--- src/rtl/hanm_pkg.sv ---
// hanm_pkg: code geometry helpers, default derived widths and decode status type for the Hamming SEC-DED decoder
package hanm_pkg;
    localparam int DEF_DATA_W  = 4;
    localparam int DEF_EXT_PAR = 1;
    localparam int MAX_POS_W   = 6;

    function automatic int calc_par_w(input int data_w);
        int r;
        r = 1;
        while ((1 << r) < data_w + r + 1) r = r + 1;
        return r;
    endfunction

    function automatic int data_col(input int i);
        int v;
        int n;
        v = 2;
        n = -1;
        while (n < i) begin
            v = v + 1;
            if ((v & (v - 1)) != 0) n = n + 1;
        end
        return v;
    endfunction

    function automatic int code_col(input int k, input int par_w);
        return (k < par_w) ? (1 << k) : data_col(k - par_w);
    endfunction

    localparam int PAR_W  = calc_par_w(DEF_DATA_W);
    localparam int CODE_W = DEF_DATA_W + PAR_W + DEF_EXT_PAR;
    localparam int POS_W  = $clog2(CODE_W);

    typedef struct packed {
        logic                 corr;
        logic                 uncorr;
        logic [MAX_POS_W-1:0] pos;
    } dec_status_t;
endpackage

--- src/rtl/hanm_syndrome_gen.sv ---
// hanm_syndrome_gen: combinational syndrome and overall parity of a received Hamming codeword
module hanm_syndrome_gen
    import hanm_pkg::*;
#(
    parameter  int DATA_W    = 4,
    parameter  int EXT_PAR   = 1,
    localparam int PAR_BITS  = calc_par_w(DATA_W),
    localparam int CODE_BITS = DATA_W + PAR_BITS + EXT_PAR
) (
    input  logic [CODE_BITS-1:0] i_code,
    output logic [PAR_BITS-1:0]  o_syn,
    output logic                 o_par
);
    localparam int HAM_BITS = DATA_W + PAR_BITS;

    logic [PAR_BITS-1:0] w_term [HAM_BITS];

    for (genvar k = 0; k < HAM_BITS; k++) begin : g_term
        localparam int C = code_col(k, PAR_BITS);
        assign w_term[k] = i_code[k] ? PAR_BITS'(C) : '0;
    end

    always_comb begin
        o_syn = '0;
        for (int k = 0; k < HAM_BITS; k++) o_syn = o_syn ^ w_term[k];
    end

    assign o_par = (EXT_PAR != 0) ? ^i_code : 1'b0;
endmodule

--- src/rtl/hanm_secded_decoder.sv ---
// hanm_secded_decoder: two-stage valid/ready Hamming SEC-DED decoder with single-bit correction and saturating error counters
module hanm_secded_decoder
    import hanm_pkg::*;
#(
    parameter  int DATA_W    = 4,
    parameter  int EXT_PAR   = 1,
    parameter  int CNT_W     = 16,
    localparam int PAR_BITS  = calc_par_w(DATA_W),
    localparam int CODE_BITS = DATA_W + PAR_BITS + EXT_PAR,
    localparam int POS_BITS  = $clog2(CODE_BITS)
) (
    input  logic                 clk,
    input  logic                 rst,
    input  logic                 in_valid,
    output logic                 in_ready,
    input  logic [CODE_BITS-1:0] in_code,
    output logic                 out_valid,
    input  logic                 out_ready,
    output logic [DATA_W-1:0]    out_data,
    output logic                 out_corr,
    output logic                 out_uncorr,
    output logic [POS_BITS-1:0]  out_err_pos,
    input  logic                 cnt_clr,
    output logic [CNT_W-1:0]     corr_cnt,
    output logic [CNT_W-1:0]     uncorr_cnt
);
    localparam int HAM_BITS = DATA_W + PAR_BITS;

    logic                r_s1_v;
    logic [DATA_W-1:0]   r_s1_data;
    logic [PAR_BITS-1:0] r_s1_syn;
    logic                r_s1_par;
    logic                r_s2_v;
    logic [DATA_W-1:0]   r_data;
    logic                r_corr;
    logic                r_uncorr;
    logic [POS_BITS-1:0] r_pos;
    logic [CNT_W-1:0]    r_corr_cnt;
    logic [CNT_W-1:0]    r_uncorr_cnt;

    logic [PAR_BITS-1:0] w_syn;
    logic                w_par;
    logic                w_s1_load;
    logic                w_s2_load;
    logic                w_out_hs;
    logic [PAR_BITS-1:0] w_col [HAM_BITS];
    logic                w_hit;
    logic [POS_BITS-1:0] w_hit_pos;
    logic                w_nz;
    logic                w_flip;
    logic                w_corr;
    logic                w_uncorr;
    logic [POS_BITS-1:0] w_pos;
    logic [DATA_W-1:0]   w_data_fix;

    hanm_syndrome_gen #(
        .DATA_W (DATA_W),
        .EXT_PAR(EXT_PAR)
    ) u_syn (
        .i_code(in_code),
        .o_syn (w_syn),
        .o_par (w_par)
    );

    assign w_s2_load = !r_s2_v || out_ready;
    assign w_s1_load = !r_s1_v || w_s2_load;
    assign in_ready  = w_s1_load;
    assign w_out_hs  = r_s2_v && out_ready;

    always_ff @(posedge clk) begin
        if (rst) r_s1_v <= 1'b0;
        else if (w_s1_load) r_s1_v <= in_valid;
        if (w_s1_load && in_valid) begin
            r_s1_data <= in_code[PAR_BITS +: DATA_W];
            r_s1_syn  <= w_syn;
            r_s1_par  <= w_par;
        end
    end

    for (genvar k = 0; k < HAM_BITS; k++) begin : g_col
        localparam int C = code_col(k, PAR_BITS);
        assign w_col[k] = PAR_BITS'(C);
    end

    // A shortened code leaves some non-zero syndromes without a matching bit position.
    always_comb begin
        w_hit     = 1'b0;
        w_hit_pos = '0;
        for (int k = 0; k < HAM_BITS; k++) begin
            if (r_s1_syn == w_col[k]) begin
                w_hit     = 1'b1;
                w_hit_pos = POS_BITS'(k);
            end
        end
    end

    assign w_nz     = |r_s1_syn;
    assign w_flip   = w_nz && w_hit && (EXT_PAR == 0 || r_s1_par);
    assign w_corr   = w_flip || (EXT_PAR != 0 && !w_nz && r_s1_par);
    assign w_uncorr = w_nz && !w_flip;
    assign w_pos    = w_flip ? w_hit_pos : w_corr ? POS_BITS'(CODE_BITS - 1) : '0;

    always_comb begin
        w_data_fix = r_s1_data;
        for (int i = 0; i < DATA_W; i++)
            w_data_fix[i] = r_s1_data[i] ^ (w_flip && w_hit_pos == POS_BITS'(PAR_BITS + i));
    end

    always_ff @(posedge clk) begin
        if (rst) begin
            r_s2_v   <= 1'b0;
            r_data   <= '0;
            r_corr   <= 1'b0;
            r_uncorr <= 1'b0;
            r_pos    <= '0;
        end else if (w_s2_load) begin
            r_s2_v <= r_s1_v;
            if (r_s1_v) begin
                r_data   <= w_data_fix;
                r_corr   <= w_corr;
                r_uncorr <= w_uncorr;
                r_pos    <= w_pos;
            end
        end
    end

    always_ff @(posedge clk) begin
        if (rst || cnt_clr) begin
            r_corr_cnt   <= '0;
            r_uncorr_cnt <= '0;
        end else if (w_out_hs) begin
            if (r_corr && !(&r_corr_cnt)) r_corr_cnt <= r_corr_cnt + 1'b1;
            if (r_uncorr && !(&r_uncorr_cnt)) r_uncorr_cnt <= r_uncorr_cnt + 1'b1;
        end
    end

    assign out_valid   = r_s2_v;
    assign out_data    = r_data;
    assign out_corr    = r_corr;
    assign out_uncorr  = r_uncorr;
    assign out_err_pos = r_pos;
    assign corr_cnt    = r_corr_cnt;
    assign uncorr_cnt  = r_uncorr_cnt;
endmodule

--- config.mk ---
export PLATFORM = sky130hd
export DESIGN_NAME = hanm_secded_decoder
export DESIGN_NICKNAME = d
export VERILOG_FILES = /design/src/rtl/hanm_pkg.sv /design/src/rtl/hanm_syndrome_gen.sv /design/src/rtl/hanm_secded_decoder.sv
export SDC_FILE = /design/constraint.sdc
export NUM_CORES = 1
export LEC_CHECK = 0
export ABC_AREA = 1
export CAP_MARGIN = 20
export CORE_UTILIZATION = 43
export DETAILED_ROUTE_END_ITERATION = 10
export PLACE_DENSITY_LB_ADDON = 0.25
export SKIP_CTS_REPAIR_TIMING = 1
export SYNTH_ARGS = -nofsm -noshare
export SYNTH_HDL_FRONTEND = slang
export SYNTH_SLANG_ARGS = --single-unit
--- constraint.sdc ---
create_clock -name clk -period 2 [get_ports clk]
set_input_delay 0.3 -clock clk [delete_from_list [all_inputs] [get_ports clk]]
set_output_delay 0.3 -clock clk [all_outputs]
set_load 0.005 [all_outputs]
Word level (Yosys, flattened, before mapping):

Cells that the tools add are included.

* flip-flop bits (word level): 51
* bits of input ports: 13
* output and inout bits: 43
* word-level logic and storage cells: 85

* bitwise logic cells: 10
* equal/unequal tests: 11
* reductions and logical operators: 29
* add/subtract/negate cells: 2
* multiplexer cells: 22

Operators by type and width (count)
* $mux 3: 11
* $add 16x1->16 const B: 2
* $reduce_and 16->1: 2
* $eq 3x3->1 const B: 7
* $xor 3x3->3: 6
* $logic_and 1x1->1: 12
* $eq 3x2->1 const B: 3
* $mux 1: 9
* $reduce_xor 8->1: 1
* $logic_not 1->1: 6
* $reduce_and 2->1: 3
* $logic_or 1x1->1: 4
* $mux 2: 2
* $xor 1x1->1: 4
* $eq 3x1->1 const B: 1
* $reduce_or 3->1: 1

Longest topological paths before layout:

Gate-level depths: netlist of the first run.

* depth in word-level cells: 13
* mapped depth: 10
* gate-level depth less buffers: 10

By module:

From an unflattened synthesis of the first run, not the netlist that was laid out.

* cell total of the unflattened synthesis: 453
* area total of the unflattened synthesis: 3059.2 um^2

By module, submodules not included
* hanm_secded_decoder: cells each 407, area an instance 2815.2 um^2, times used 1
* hanm_syndrome_gen: cells each 46, area an instance 244.0 um^2, times used 1

Worst setup path before layout of the first run:

Ideal clock, no wire load.

* path type: flip-flop to flip-flop
* from: register r_uncorr_cnt[1] (netlist: uncorr_cnt[1])
* to: register r_uncorr_cnt[10] (netlist: uncorr_cnt[10])
* cell stages (with the launch flop): 10
* data required time: 1859 ps
* arrival: 1353 ps
* path slack: 506 ps
* cell sequence: dfxtp_1 ha_1 inv_2 nor2_4 nand2_4 nor2_1 nor2_2 buf_4 nand2_1 a21oi_2

* longest elaborated chain between the ends: 4
* elaborated cells between the ends (all ways): 5

Ends and longest elaborated chain
* from (decl): line hanm_secded_decoder.sv:39 `logic [CNT_W-1:0] r_uncorr_cnt;`
* from (signal assigned): line hanm_secded_decoder.sv:133 `if (r_uncorr && !(&r_uncorr_cnt)) r_uncorr_cnt <= r_uncorr_cnt + 1'b1;`
* branches (longest 4 deep; another with $add 16x1->16)

Several ways; the timed one is not identified.
A chain may end at the register's enable or synchronous reset.

Worst setup path after layout of the first run:

* from: input port out_ready
* to: output port in_ready

* longest elaborated chain between the ends: 2

Ends and longest elaborated chain
* from (decl): line hanm_secded_decoder.sv:18 `input logic out_ready,`
* $logic_or 1x1->1: line hanm_secded_decoder.sv:65 `assign w_s2_load = !r_s2_v || out_ready;`
* $logic_or 1x1->1: line hanm_secded_decoder.sv:66 `assign w_s1_load = !r_s1_v || w_s2_load;`
* to (decl): line hanm_secded_decoder.sv:15 `output logic in_ready,`

Every way passes these cells.

==> flow_summary_export.csv, run 1 <==
group,metric,value,unit
logic_synthesis,synth_top_family_by_area,"simple AND/OR/NAND/NOR gates",
placed_design,place_inst,536,
floorplan,die_w,83.7,µm
floorplan,die_h,83.7,µm
logic_synthesis,synth_simple_gate_area_share,33.7,%
clocking,htree_levels,2,
sta,fin_skew,4.45,ps
logic_synthesis,synthesis.nets,418,
sta,whs,503,ps
sta,post-route-period-util,89.0,%
global_routing,grt_usage,19.3,%
clocking,cts_sinks,51,
global_routing,grt_overflow,0,
sta,fmax,562,MHz
critical_path,worstPathRequired,1700,ps
cells_and_area,diodes,0,
sta,setup_viol,0,
placed_design,dp_hpwl,4840,µm
drt,via_count,2663,
drt,drc,0,
global_routing,grt_max_degree,24,
critical_path,crit_cells,4,
critical_path,crit_type,"input port to output pin",
hold_path,whs_path_depth,2,
clocking,clockBufferDepth,2,
floorplan,coreArea,6390,µm²
critical_path,rr_worst_depth,8,
critical_path,critPathBufInv,3,
logic_synthesis,muxShareOfSynthArea,0,%
logic_synthesis,seq_area_frac_synth,38.4,%
global_routing,antenna_found_initial,0,
flow_run,drv_cap,0,
logic_synthesis,synth_fa_ha_area_share,0.872,%
clocking,clk_latency,310,ps
sta,period_needed,1780,ps
drt,first_iter_violations,141,
drt,wl,6470,µm
critical_path,worstPathMaxFanout,3,
power_and_ir_drop,ir_worst_vdd,0.282,mV
power_and_ir_drop,power.total,1.91,mW
sta,worst_pin_slew,401,ps
global_routing,grt_pass1_vias,2368,
power_and_ir_drop,power_density,527,nW/µm²
cells_and_area,area_growth,26.2,%
sta,rsz0062_at_grt,"no",
logic_synthesis,syn_inst,403,
global_routing,grt_pass1_wl,11000,µm
floorplan,die-area,7010,µm²
critical_path,critPathMostFrequentCell,"clkdlybuf4s50_1",
critical_path,critPathLaunchType,"input port",
drt,drt_pre_antenna_iters,4,
floorplan,start_util,44.9,%
logic_synthesis,synth_cell_types,28,
floorplan,rows,29,
critical_path,critical_path.top_delay_family,"buffers and inverters",
critical_path,end_kind,"output pin",
clocking,clk_pin_slew,90,ps
logic_synthesis,synth_xor_area_share,7.32,%
critical_path,arrival,1480,ps
clocking,cts-root-buf,"clkbuf_8",
cells_and_area,fin_cells,544,
logic_synthesis,ys_ff_latch,51,
sta,final_hold_viol_count,0,
critical_path,cp_slowest_stage_delay,520,ps
critical_path,crit_chain,"clkdlybuf4s50_1 > inv_1 > nand3_1 > clkdlybuf4s50_1",
cells_and_area,drive_gt1_share,10.9,%
sta,slew_headroom,73.2,%
sta,slew_violations,0,
floorplan,ios,56,
logic_synthesis,avgSynthCellArea,7.12,µm²
placed_design,place_congestion,0.861,
status,run_status,"complete, no violations",
drt,post_drt_via_cell_ratio,4.90,
cells_and_area,final_nets,481,
critical_path,cp_slowest_cell,"clkdlybuf4s50_1",
clocking,cts_tree,"built",
drt,postRouteAntennaNets,0,
logic_synthesis,synth_compound_area_share,12.5,%
placed_design,io_buffers,55,
drt,wire_per_inst,11.9,µm
power_and_ir_drop,power.leakage,1.28,nW
clocking,cts_buffers,5,
logic_synthesis,ys_warn_count,0,
logic_synthesis,syn_area,2870,µm²
sta,setup_tns,0,ps
hold_path,worst_hold_path_type,"flip-flop to flip-flop",
[stage by stage]
stage	setup WS, ps	instance area [µm²]	util, %
detailed placement	218	3540	55.4
floorplan	506	2870	-
global route	140	3620	56.7
CTS	214	3620	56.7
finish	219	3620	56.7
global placement	239	3540	55.4
[final cells by class]
cell class / count / area, µm²
clock inverters: 3 / 15.0
repair buffers: 64 / 631
flip-flops and latches: 51 / 1100
inverters: 40 / 150
well taps: 77 / 96.3
fillers: 641 / 2760
multi-input cells: 304 / 1560
clock buffers: 5 / 68.8
[registers in the layout (all words and copies together) (netlist names)]
signal	count
out_err_pos	3
uncorr_cnt	16
corr_cnt	16
out_corr	1
r_s1_data	4
out_data	4
r_s1_syn	3
r_s1_par	1
out_uncorr	1
r_s1_v	1
out_valid	1
[cells in the mapped netlist (all sizes together)]
cell type | instances | area share, %
dfxtp | 43 | 30
nor3 | 3 | 0.52
nand4 | 10 | 2.7
o21ai | 17 | 3.4
buf | 8 | 2.0
nand2 | 133 | 19
inv | 40 | 5.2
ha | 2 | 0.87
nor2 | 60 | 8.8
nand3 | 18 | 3.1
a31oi | 1 | 0.22
o221ai | 4 | 1.2
xnor2 | 15 | 4.6
edfxtp | 8 | 8.4
a21oi | 32 | 7.7
xor2 | 9 | 2.7
[logic make-up (layout without fill, tap and decap cells)]
group	Yosys count	in the layout
AND/OR/NAND/NOR	224	224
AO/OA/AOI/OAI	54	54
XOR/XNOR	24	24
buffers and inverters	48	112
adder cells (fa/ha/maj)	2	2
flip-flops	51	51
[layer usage]
metal	vias to the layer above	GRT usage, %	share of wire (%)
li1	1407	-	-
met1	1199	26.2	48
met2	52	31.2	46
met3	5	3.76	3.9
met4	0	5.55	1.2
met5	-	0	0
[cell usage in the layout (no fill, tap or decap), drive strengths merged, types with 10 or more instances in the layout]
cell	n
o21ai	17
nand3	18
a21oi	32
dfxtp	43
inv	40
xnor2	15
nand4	10
clkdlybuf4s50	55
nor2	60
nand2	133
[worst register-to-register path, stage by stage (launching register included)]
cell     delay, ps
dfxtp_1        420
ha_1           220
nand2_2        100
nor2_4         160
nand4_4        180
nand2_4        230
inv_2          120
nor2_1         130
nor2_1          60
[power breakdown]
group	switching [mW]	total, mW	internal (mW)
registers	0.0316	1.11	1.08
logic	0.105	0.210	0.105
clock network	0.344	0.583	0.238
total	0.481	1.91	1.43
[path summary, 6_finish.rpt]
path                                          startpoint                        to  slack (ps)
worst max register to register  corr_cnt[1]$_SDFFE_PP0P_  corr_cnt[1]$_SDFFE_PP0P_         290
worst max-delay path                           out_ready                  in_ready         220
worst min-delay path               out_corr$_SDFFE_PP0P_     out_corr$_SDFFE_PP0P_         500
worst min register to register     out_corr$_SDFFE_PP0P_     out_corr$_SDFFE_PP0P_         500
Note: power is estimated with default switching activity, not from simulation.
==> inputs of run 2 (changes only) <==
==> constraint.sdc (replaced) <==
create_clock -name clk -period 1.8 [get_ports clk]
set_input_delay 0.27 -clock clk [delete_from_list [all_inputs] [get_ports clk]]
set_output_delay 0.27 -clock clk [all_outputs]
set_load 0.005 [all_outputs]
==> run 2 against run 1 <==
Net effect: clock skew up 3.9 ps; highest routed layer unchanged; sequential power rose by 12%; critical endpoint is now uncorr_cnt[8]$_SDFFE_PP0P_; global-route usage rose by 0.15 points; sequential share of layout area decreased by 0.14 points; critical path depth up 3; largest power group unchanged; cell count up 0.18%; flip-flop and latch count did not move.
==> flow_summary_export.csv, run 2 (same netlist as run 1, synthesis figures left out) <==
group,metric,value,unit
sta,rsz0062_at_grt,"no",
cells_and_area,area_growth,26.9,%
sta,setup_viol,0,
placed_design,place_congestion,0.790,
cells_and_area,diodes,0,
cells_and_area,multi_input_area,1570,µm²
clocking,htree_levels,2,
global_routing,grt_overflow,0,
cells_and_area,drive_gt1_share,11.5,%
global_routing,grt_pass1_vias,2551,
global_routing,antenna_found_initial,0,
clocking,cts_buffers,5,
status,run_status,"complete, no violations",
power_and_ir_drop,power.total,2.13,mW
critical_path,end_kind,"flip-flop",
global_routing,grt_usage,19.5,%
power_and_ir_drop,ir_worst_vdd,0.406,mV
floorplan,rows,29,
flow_run,drv_cap,0,
floorplan,ios,56,
critical_path,worstPathRequired,2040,ps
drt,drt_pre_antenna_iters,4,
placed_design,io_buffers,55,
clocking,clk_latency,300,ps
drt,post_drt_via_cell_ratio,4.89,
floorplan,die_h,83.7,µm
sta,fmax,616,MHz
cells_and_area,final_core_util,57.1,%
sta,final_hold_viol_count,0,
drt,wl,6460,µm
sta,post-route-period-util,90.1,%
sta,slew_headroom,72.7,%
sta,setup_tns,0,ps
clocking,cts_sinks,51,
drt,first_iter_violations,135,
cells_and_area,fillers,608,
drt,postRouteAntennaNets,0,
drt,via_count,2667,
floorplan,die-area,7010,µm²
drt,wire_per_inst,11.9,µm
critical_path,critPathLaunchType,"flip-flop",
global_routing,grt_max_degree,24,
sta,period_needed,1620,ps
power_and_ir_drop,power.leakage,1.30,nW
clocking,cts-root-buf,"clkbuf_8",
cells_and_area,final_nets,482,
cells_and_area,register_area,1100,µm²
cells_and_area,layout_common_cells,"nand2_1, clkdlybuf4s50_1, nor2_1, dfxtp_1, inv_1",
clocking,clockBufferDepth,2,
critical_path,crit_type,"flip-flop to flip-flop",
sta,worst_pin_slew,407,ps
drt,drc,0,
hold_path,worst_hold_path_type,"input port to flip-flop",
global_routing,grt_pass1_wl,11300,µm
sta,whs,363,ps
clocking,cts_tree,"built",
placed_design,dp_hpwl,4820,µm
power_and_ir_drop,power_density,583,nW/µm²
floorplan,start_util,44.9,%
floorplan,coreArea,6390,µm²
sta,fin_skew,8.39,ps
critical_path,arrival,1870,ps
critical_path,worstPathMaxFanout,14,
clocking,clk_pin_slew,90,ps
floorplan,die_w,83.7,µm
sta,slew_violations,0,
cells_and_area,final_common_cell,"nand2_1",
-- run 2: layout make-up --
class / count / share of cell area [%]
well taps: 77 / 2.64
clock buffers: 6 / 1.99
multi-input cells: 304 / 43.1
flip-flops and latches: 51 / 30.3
clock inverters: 2 / 0.343
repair buffers: 65 / 17.6
inverters: 40 / 4.12
-- run 2: metrics by stage --
stage          cells  worst slack [ps]  cell area, µm²
6_report         545               178            3640
5_1_grt          545              14.1            3640
3_5_place_dp     537              43.6            3550
2_1_floorplan    403               306            2870
4_1_cts          545              37.6            3630
3_3_place_gp     537              50.2            3550
-- run 2: per-layer routing --
metal,global-route usage (%),vias up,wire (µm)
met5,0,-,0
met4,5.39,0,85
met3,3.46,7,244
met2,33.9,51,3060
met1,24.7,1196,3070
li1,-,1413,-
-- run 2: worst paths after layout --
| check | from | end | depth (start not counted) | slack [ps] |
|---|---|---|---|---|
| min | out_ready | out_valid$_SDFFE_PP0P_ | 4 | 360 |
| max reg2reg | uncorr_cnt[1]$_SDFFE_PP0P_ | uncorr_cnt[8]$_SDFFE_PP0P_ | 7 | 180 |
| min reg2reg | out_corr$_SDFFE_PP0P_ | out_corr$_SDFFE_PP0P_ | 2 | 490 |
| max | uncorr_cnt[1]$_SDFFE_PP0P_ | uncorr_cnt[8]$_SDFFE_PP0P_ | 7 | 180 |
-- run 2: power breakdown --
group	total, mW	internal [mW]	switching (mW)	leakage, nW
combinational	0.231	0.117	0.114	0.830
sequential	1.24	1.20	0.0357	0.427
clock	0.656	0.273	0.383	0.0412
-- run 2: worst max-delay path: stages (launching register included) --
cell and delay [ps]:
dfxtp_1 410, ha_1 210, inv_2 50, nor2_4 140
nand2_4 90, o21ai_4 380, nand2_1 120, a21oi_2 160
